==> src/rtl/triangle_wave_generator_if.sv <==
// Generic AXI-stream style channel: valid/ready handshake plus a data bus.
//   valid  - source asserts when data carries a word
//   ready  - sink asserts when it can take the word
//   data   - payload, DWIDTH bits
// Modports: master drives valid/data and observes ready; slave the reverse.
interface triangle_wave_generator_if #(
  parameter int DWIDTH = 32
) ();
  logic              valid;
  logic              ready;
  logic [DWIDTH-1:0] data;

  modport master (output valid, output data, input ready);
  modport slave  (input valid, input data, output ready);
endinterface

==> src/rtl/triangle_wave_generator.sv <==
// Phase-accumulator triangle waveform source, PARALLEL_SAMPLES signed samples
// per clock, lane 0 (earliest sample) in the LSBs.
// Ports:
//   clk        - clock
//   reset      - asynchronous, active-high reset
//   data_out   - stream master, PARALLEL_SAMPLES*SAMPLE_WIDTH bits per word
//   config_in  - stream slave, {enable, step[PHASE_BITS-1:0]}; always ready,
//                every valid cycle is a write that restarts the phase at 0
// Output backpressure stalls both pipeline stages together, so words are
// never lost or repeated.
module triangle_wave_generator #(
  parameter int SAMPLE_WIDTH     = 16,
  parameter int PARALLEL_SAMPLES = 16,
  parameter int PHASE_BITS       = 32
) (
  input  logic                        clk,
  input  logic                        reset,
  triangle_wave_generator_if.master   data_out,
  triangle_wave_generator_if.slave    config_in
);

  localparam int W  = SAMPLE_WIDTH;
  localparam int P  = PARALLEL_SAMPLES;
  localparam int PB = PHASE_BITS;
  localparam int DW = P * W;

  // Fold the phase into a rising/falling ramp, keep the top W bits of the
  // ramp and flip its MSB to turn offset binary into two's complement.
  function automatic logic signed [W-1:0] tri_sample(input logic [PB-1:0] p);
    logic [PB-2:0] t;
    logic [W-1:0]  u;
    t = p[PB-1] ? ~p[PB-2:0] : p[PB-2:0];
    u = t[PB-2 -: W];
    return {~u[W-1], u[W-2:0]};
  endfunction

  logic          enable;
  logic [PB-1:0] step;
  logic [PB-1:0] phase_base;
  logic [PB-1:0] lane_off [P];
  logic [PB-1:0] base_inc;

  logic          vld_p1;
  logic [PB-1:0] phase_p1 [P];

  logic          vld_p2;
  logic [DW-1:0] data_p2;

  logic          advance;
  logic          cfg_wr;

  assign config_in.ready = 1'b1;
  assign cfg_wr          = config_in.valid;
  assign advance         = data_out.ready || !vld_p2;

  assign data_out.valid  = vld_p2;
  assign data_out.data   = data_p2;

  always_comb begin
    for (int i = 0; i < P; i++) begin
      lane_off[i] = step * PB'(i);
    end
    base_inc = step * PB'(P);
  end

  // Configuration and phase accumulator
  always_ff @(posedge clk or posedge reset) begin
    if (reset) begin
      enable     <= 1'b0;
      step       <= '0;
      phase_base <= '0;
    end else if (cfg_wr) begin
      enable     <= config_in.data[PB];
      step       <= config_in.data[PB-1:0];
      phase_base <= '0;
    end else if (advance && enable) begin
      phase_base <= phase_base + base_inc;
    end
  end

  // Stage 1: lane phases. A config write squashes the slot so no word mixes
  // old and new settings.
  always_ff @(posedge clk or posedge reset) begin
    if (reset) begin
      vld_p1 <= 1'b0;
      for (int i = 0; i < P; i++) begin
        phase_p1[i] <= '0;
      end
    end else if (cfg_wr) begin
      vld_p1 <= 1'b0;
    end else if (advance) begin
      vld_p1 <= enable;
      if (enable) begin
        for (int i = 0; i < P; i++) begin
          phase_p1[i] <= phase_base + lane_off[i];
        end
      end
    end
  end

  // Stage 2: triangle mapping into the output register
  always_ff @(posedge clk or posedge reset) begin
    if (reset) begin
      vld_p2  <= 1'b0;
      data_p2 <= '0;
    end else if (advance) begin
      vld_p2 <= vld_p1;
      for (int i = 0; i < P; i++) begin
        data_p2[i*W +: W] <= tri_sample(phase_p1[i]);
      end
    end
  end

endmodule

==> src/flat_wrapper.sv <==
// flat-port wrapper written by rule: the top's interface ports become plain ports
module triangle_wave_generator_flat 
#(
  parameter int SAMPLE_WIDTH     = 16,
  parameter int PARALLEL_SAMPLES = 16,
  parameter int PHASE_BITS       = 32
)
  (clk, reset, data_out_valid, data_out_data, data_out_ready, config_in_valid, config_in_data, config_in_ready);
  triangle_wave_generator_if #(.DWIDTH(((16) * (16)))) data_out_i ();
  triangle_wave_generator_if #(.DWIDTH((32)+1)) config_in_i ();
  input  logic clk;
  input  logic reset;
  output wire logic [$bits(data_out_i.valid)-1:0] data_out_valid;
  output wire logic [$bits(data_out_i.data)-1:0] data_out_data;
  input wire logic [$bits(data_out_i.ready)-1:0] data_out_ready;
  input wire logic [$bits(config_in_i.valid)-1:0] config_in_valid;
  input wire logic [$bits(config_in_i.data)-1:0] config_in_data;
  output wire logic [$bits(config_in_i.ready)-1:0] config_in_ready;
  assign data_out_valid = data_out_i.valid;
  assign data_out_data = data_out_i.data;
  assign data_out_i.ready = data_out_ready;
  assign config_in_i.valid = config_in_valid;
  assign config_in_i.data = config_in_data;
  assign config_in_ready = config_in_i.ready;
  triangle_wave_generator #(.SAMPLE_WIDTH(SAMPLE_WIDTH), .PARALLEL_SAMPLES(PARALLEL_SAMPLES), .PHASE_BITS(PHASE_BITS)) u_core (.clk(clk), .reset(reset), .data_out(data_out_i), .config_in(config_in_i));
endmodule
==> config.mk <==
export PLATFORM = sky130hd
export DESIGN_NAME = triangle_wave_generator_flat
export DESIGN_NICKNAME = d
export VERILOG_FILES = /design/src/rtl/triangle_wave_generator_if.sv /design/src/rtl/triangle_wave_generator.sv /design/src/flat_wrapper.sv
export SDC_FILE = /design/constraint.sdc
export NUM_CORES = 2
export LEC_CHECK = 0
export BUFFER_PORTS_ARGS = -buffer_cell sky130_fd_sc_hd__clkbuf_2
export CORE_ASPECT_RATIO = 1.25
export CORE_MARGIN = 5
export CORE_UTILIZATION = 55
export CTS_CLUSTER_SIZE = 8
export DETAILED_ROUTE_END_ITERATION = 10
export PLACE_DENSITY_LB_ADDON = 0.05
export SLEW_MARGIN = 5
export SYNTH_ARGS = -nofsm -noshare
export SYNTH_HDL_FRONTEND = slang
export SYNTH_SLANG_ARGS = --single-unit
==> constraint.sdc <==
create_clock -name clk -period 19.1 [get_ports clk]
set_input_delay 0.955 -clock clk [delete_from_list [all_inputs] [get_ports clk]]
set_output_delay 0.955 -clock clk [all_outputs]
set_load 0.02 [all_outputs]
==> reports/metrics.cfg <==
[route]
post_drt_wl_per_cell_um = 21.0
post-route-drc-count = 0
wl_met3_um = 8090
vias_per_cell = 5.76
wl_met2_um = 65800
wl_met1_um = 67200
vias = 39986
ant_nets = 0
drt_iter0_drc = 2737
routed.top_layer = met4
routed_wl_um = 146000
firstDrtPassIters = 7

[hold_path]
hp-class = in -> async

[cts]
cts_root_buffer = clkbuf_16
cts_made_buffers = 85
cts_buffer_depth = 3
path_clk_slew_ns = 0.06
clock_sinks = 591
htreeDepth = 3
insertion_delay_ns = 0.65
cts_resized = 0
cts_tree = done
cts_setup_buffers = 0
cts_hold_buf = 0

[global_routing]
grt_max_degree = 229
grt_pass1_wl_um = 229000
grt_pass1_vias = 39704
grt.total_usage_pct = 29.7
gr-total-overflow = 0
antenna_found_initial = 3

[timing]
setup_viol = 0
worst_pin_slew_ns = 1.12
setup_slack_ns = 12.99
hold_violations = 0
slew_headroom_pct = 25.2
rsz0062_at_grt = false
slew_violations = 0
final.min_clock_period_ns = 6.11
skew_ns = 0.0274
final.period_utilization_pct = 32.0
setup-tns-final_ns = 0
max_freq_ghz = 0.164

[power_and_ir_drop]
power_mw = 8.98
comb_power_share_pct = 58.3
irDropWorstVdd_mv = 0.104
internal_power_mw = 4.81
power.density_nw_per_um2 = 160
pwr-share-clk_pct = 15.5
p_seq_share_pct = 26.2
power_leakage_nw = 27.2
switching_share_pct = 46.5
power.net_switching_mw = 4.17

[floorplan]
die_h_um = 350
coreArea_um2 = 91500
die-area_um2 = 98600
die_w_um = 282
rows = 124
io_pins = 295
start_util_pct = 55.5

[worst_setup_path]
crit_buf_inv = 1
critPathTopFamily = compound AO/OA/AOI/OAI gates
start_kind = flop
path_max_fanout = 13
worstPathArrival_ns = 6.59
critPathMostFrequentCell = a21oi_1
end_kind = flop
cpPeakStageDelay_ns = 0.72
path_class = reg -> reg
cp_slowest_cell = dfrtp_1
cp.required_ns = 19.58

[finish]
drive_above_1_share_pct = 9.19
area_delta_synth_final_pct = 10.6
nets = 6703
n_fill_cell = 8105

[synthesis]
synth_seq_cells = 591
yosysMostFrequentCell = ha_1
synth_cell_types = 79
syn_area_um2 = 50800
synth.top_cell.area_share_pct = 29.1
yosysSeqAreaShare_pct = 29.1
synth_area_leaders = dfrtp_1 (29%), ha_1 (15%), fa_1 (13%), xnor2_1 (7.7%), a21oi_1 (5.5%)
yosysTopAreaCell = dfrtp_1
ys_warn_count = 0
avgSynthCellArea_um2 = 9.34
ys_top_cells_by_count = ha_1 (602), dfrtp_1 (591), a21oi_1 (562)
ys.flop_type = dfrtp_1
async_flop_share_pct = 100
synth_edf_count = 0
syn-instance-count = 5436

[placement]
portBuffers = 293
dp_hpwl_um = 111000
gp_congestion = 0.948
dp_slack_ns = 13.04

[outcome]
status = completed

[run]
maxCapViolCount = 0

## cells in the final DEF, fill, tap and decap left out, drive strengths merged, types with 46 or more instances in the layout
| cell | n |
|---|---|
| a21oi | 563 |
| o21a | 62 |
| a211oi | 46 |
| nor2 | 427 |
| dfrtp | 591 |
| buf | 79 |
| xnor2 | 445 |
| nand3 | 54 |
| fa | 331 |
| nand2 | 491 |
| ha | 602 |
| xor2 | 168 |
| inv | 381 |
| a21o | 131 |
| clkbuf | 386 |
| nor3 | 56 |
| o21ai | 447 |
## flip-flops by register name, summed over array words and instances (netlist names)
| register | flops |
|---|---|
| u_core.enable | 1 |
| u_core.phase_base | 28 |
| u_core.data_out.valid | 1 |
| u_core.data_out.data | 256 |
| u_core.vld_p1 | 1 |
| u_core.step | 32 |
| u_core.phase_p1 | 272 |
## layer usage
layer | vias up | GRT usage (%)
met5 | - | 0
met4 | 0 | 8.46
met3 | 223 | 3.72
met2 | 1019 | 47.4
met1 | 19478 | 42.9
li1 | 19266 | -
## power groups by stage
stage / registers, mW / logic (mW) / clock network (mW)
final: 2.35 / 5.23 / 1.39
after global placement: 2.35 / 5.15 / 0
after floorplan: 2.53 / 3.46 / 0
after detailed placement: 2.37 / 5.19 / 0
after CTS: 2.35 / 5.24 / 1.43
after global routing: 2.42 / 5.82 / 1.48
## final timing paths
check                               start                         to  slack, ns  depth (start not counted)
hold reg to reg             u_core.vld_p1      u_core.data_out.valid       0.49                          1
setup reg to reg           u_core.step[2]       u_core.phase_p1[191]      12.99                         26
max in group asynchronous           reset   u_core.data_out.data[39]      15.57                          5
setup / recovery           u_core.step[2]       u_core.phase_p1[191]      12.99                         26
min in group clk            u_core.vld_p1      u_core.data_out.valid       0.49                          1
hold / removal                      reset  u_core.data_out.data[159]       0.43                          2
## metrics by stage
stage          hold WS [ns]  util, %  cell area [µm²]  cells
6_report              0.432     61.4            56200   6947
3_3_place_gp          0.459     58.8            53800   6843
3_5_place_dp          0.471     58.8            53800   6843
2_1_floorplan         0.436        -            50800   5446
5_1_grt               0.511     61.4            56200   6945
4_1_cts               0.483     61.4            56200   6945
## kinds of logic after synthesis
group / after synthesis / synth area share (%)
simple gates: 1230 / 10.5
fa+ha+maj: 933 / 27.9
compound gates: 1504 / 17.6
xor+xnor: 613 / 10.6
buf+inv: 551 / 4.08
flops: 591 / 29.1
other cells: 2 / 0.0148
mux: 12 / 0.266
## final cells by class
type                    count  area [µm²]  share of cell area [%]
repair buffers            371        2090                    3.72
well taps                1197        1500                    2.67
diodes                      2        5.00                 0.00891
flip-flops and latches    591       14800                    26.3
inverters                 380        1430                    2.55
clock buffers              94        2230                    3.98
clock inverters             8         141                   0.252
multi-input cells        4304       34000                    60.5
Note: power is estimated with default switching activity, not from simulation.
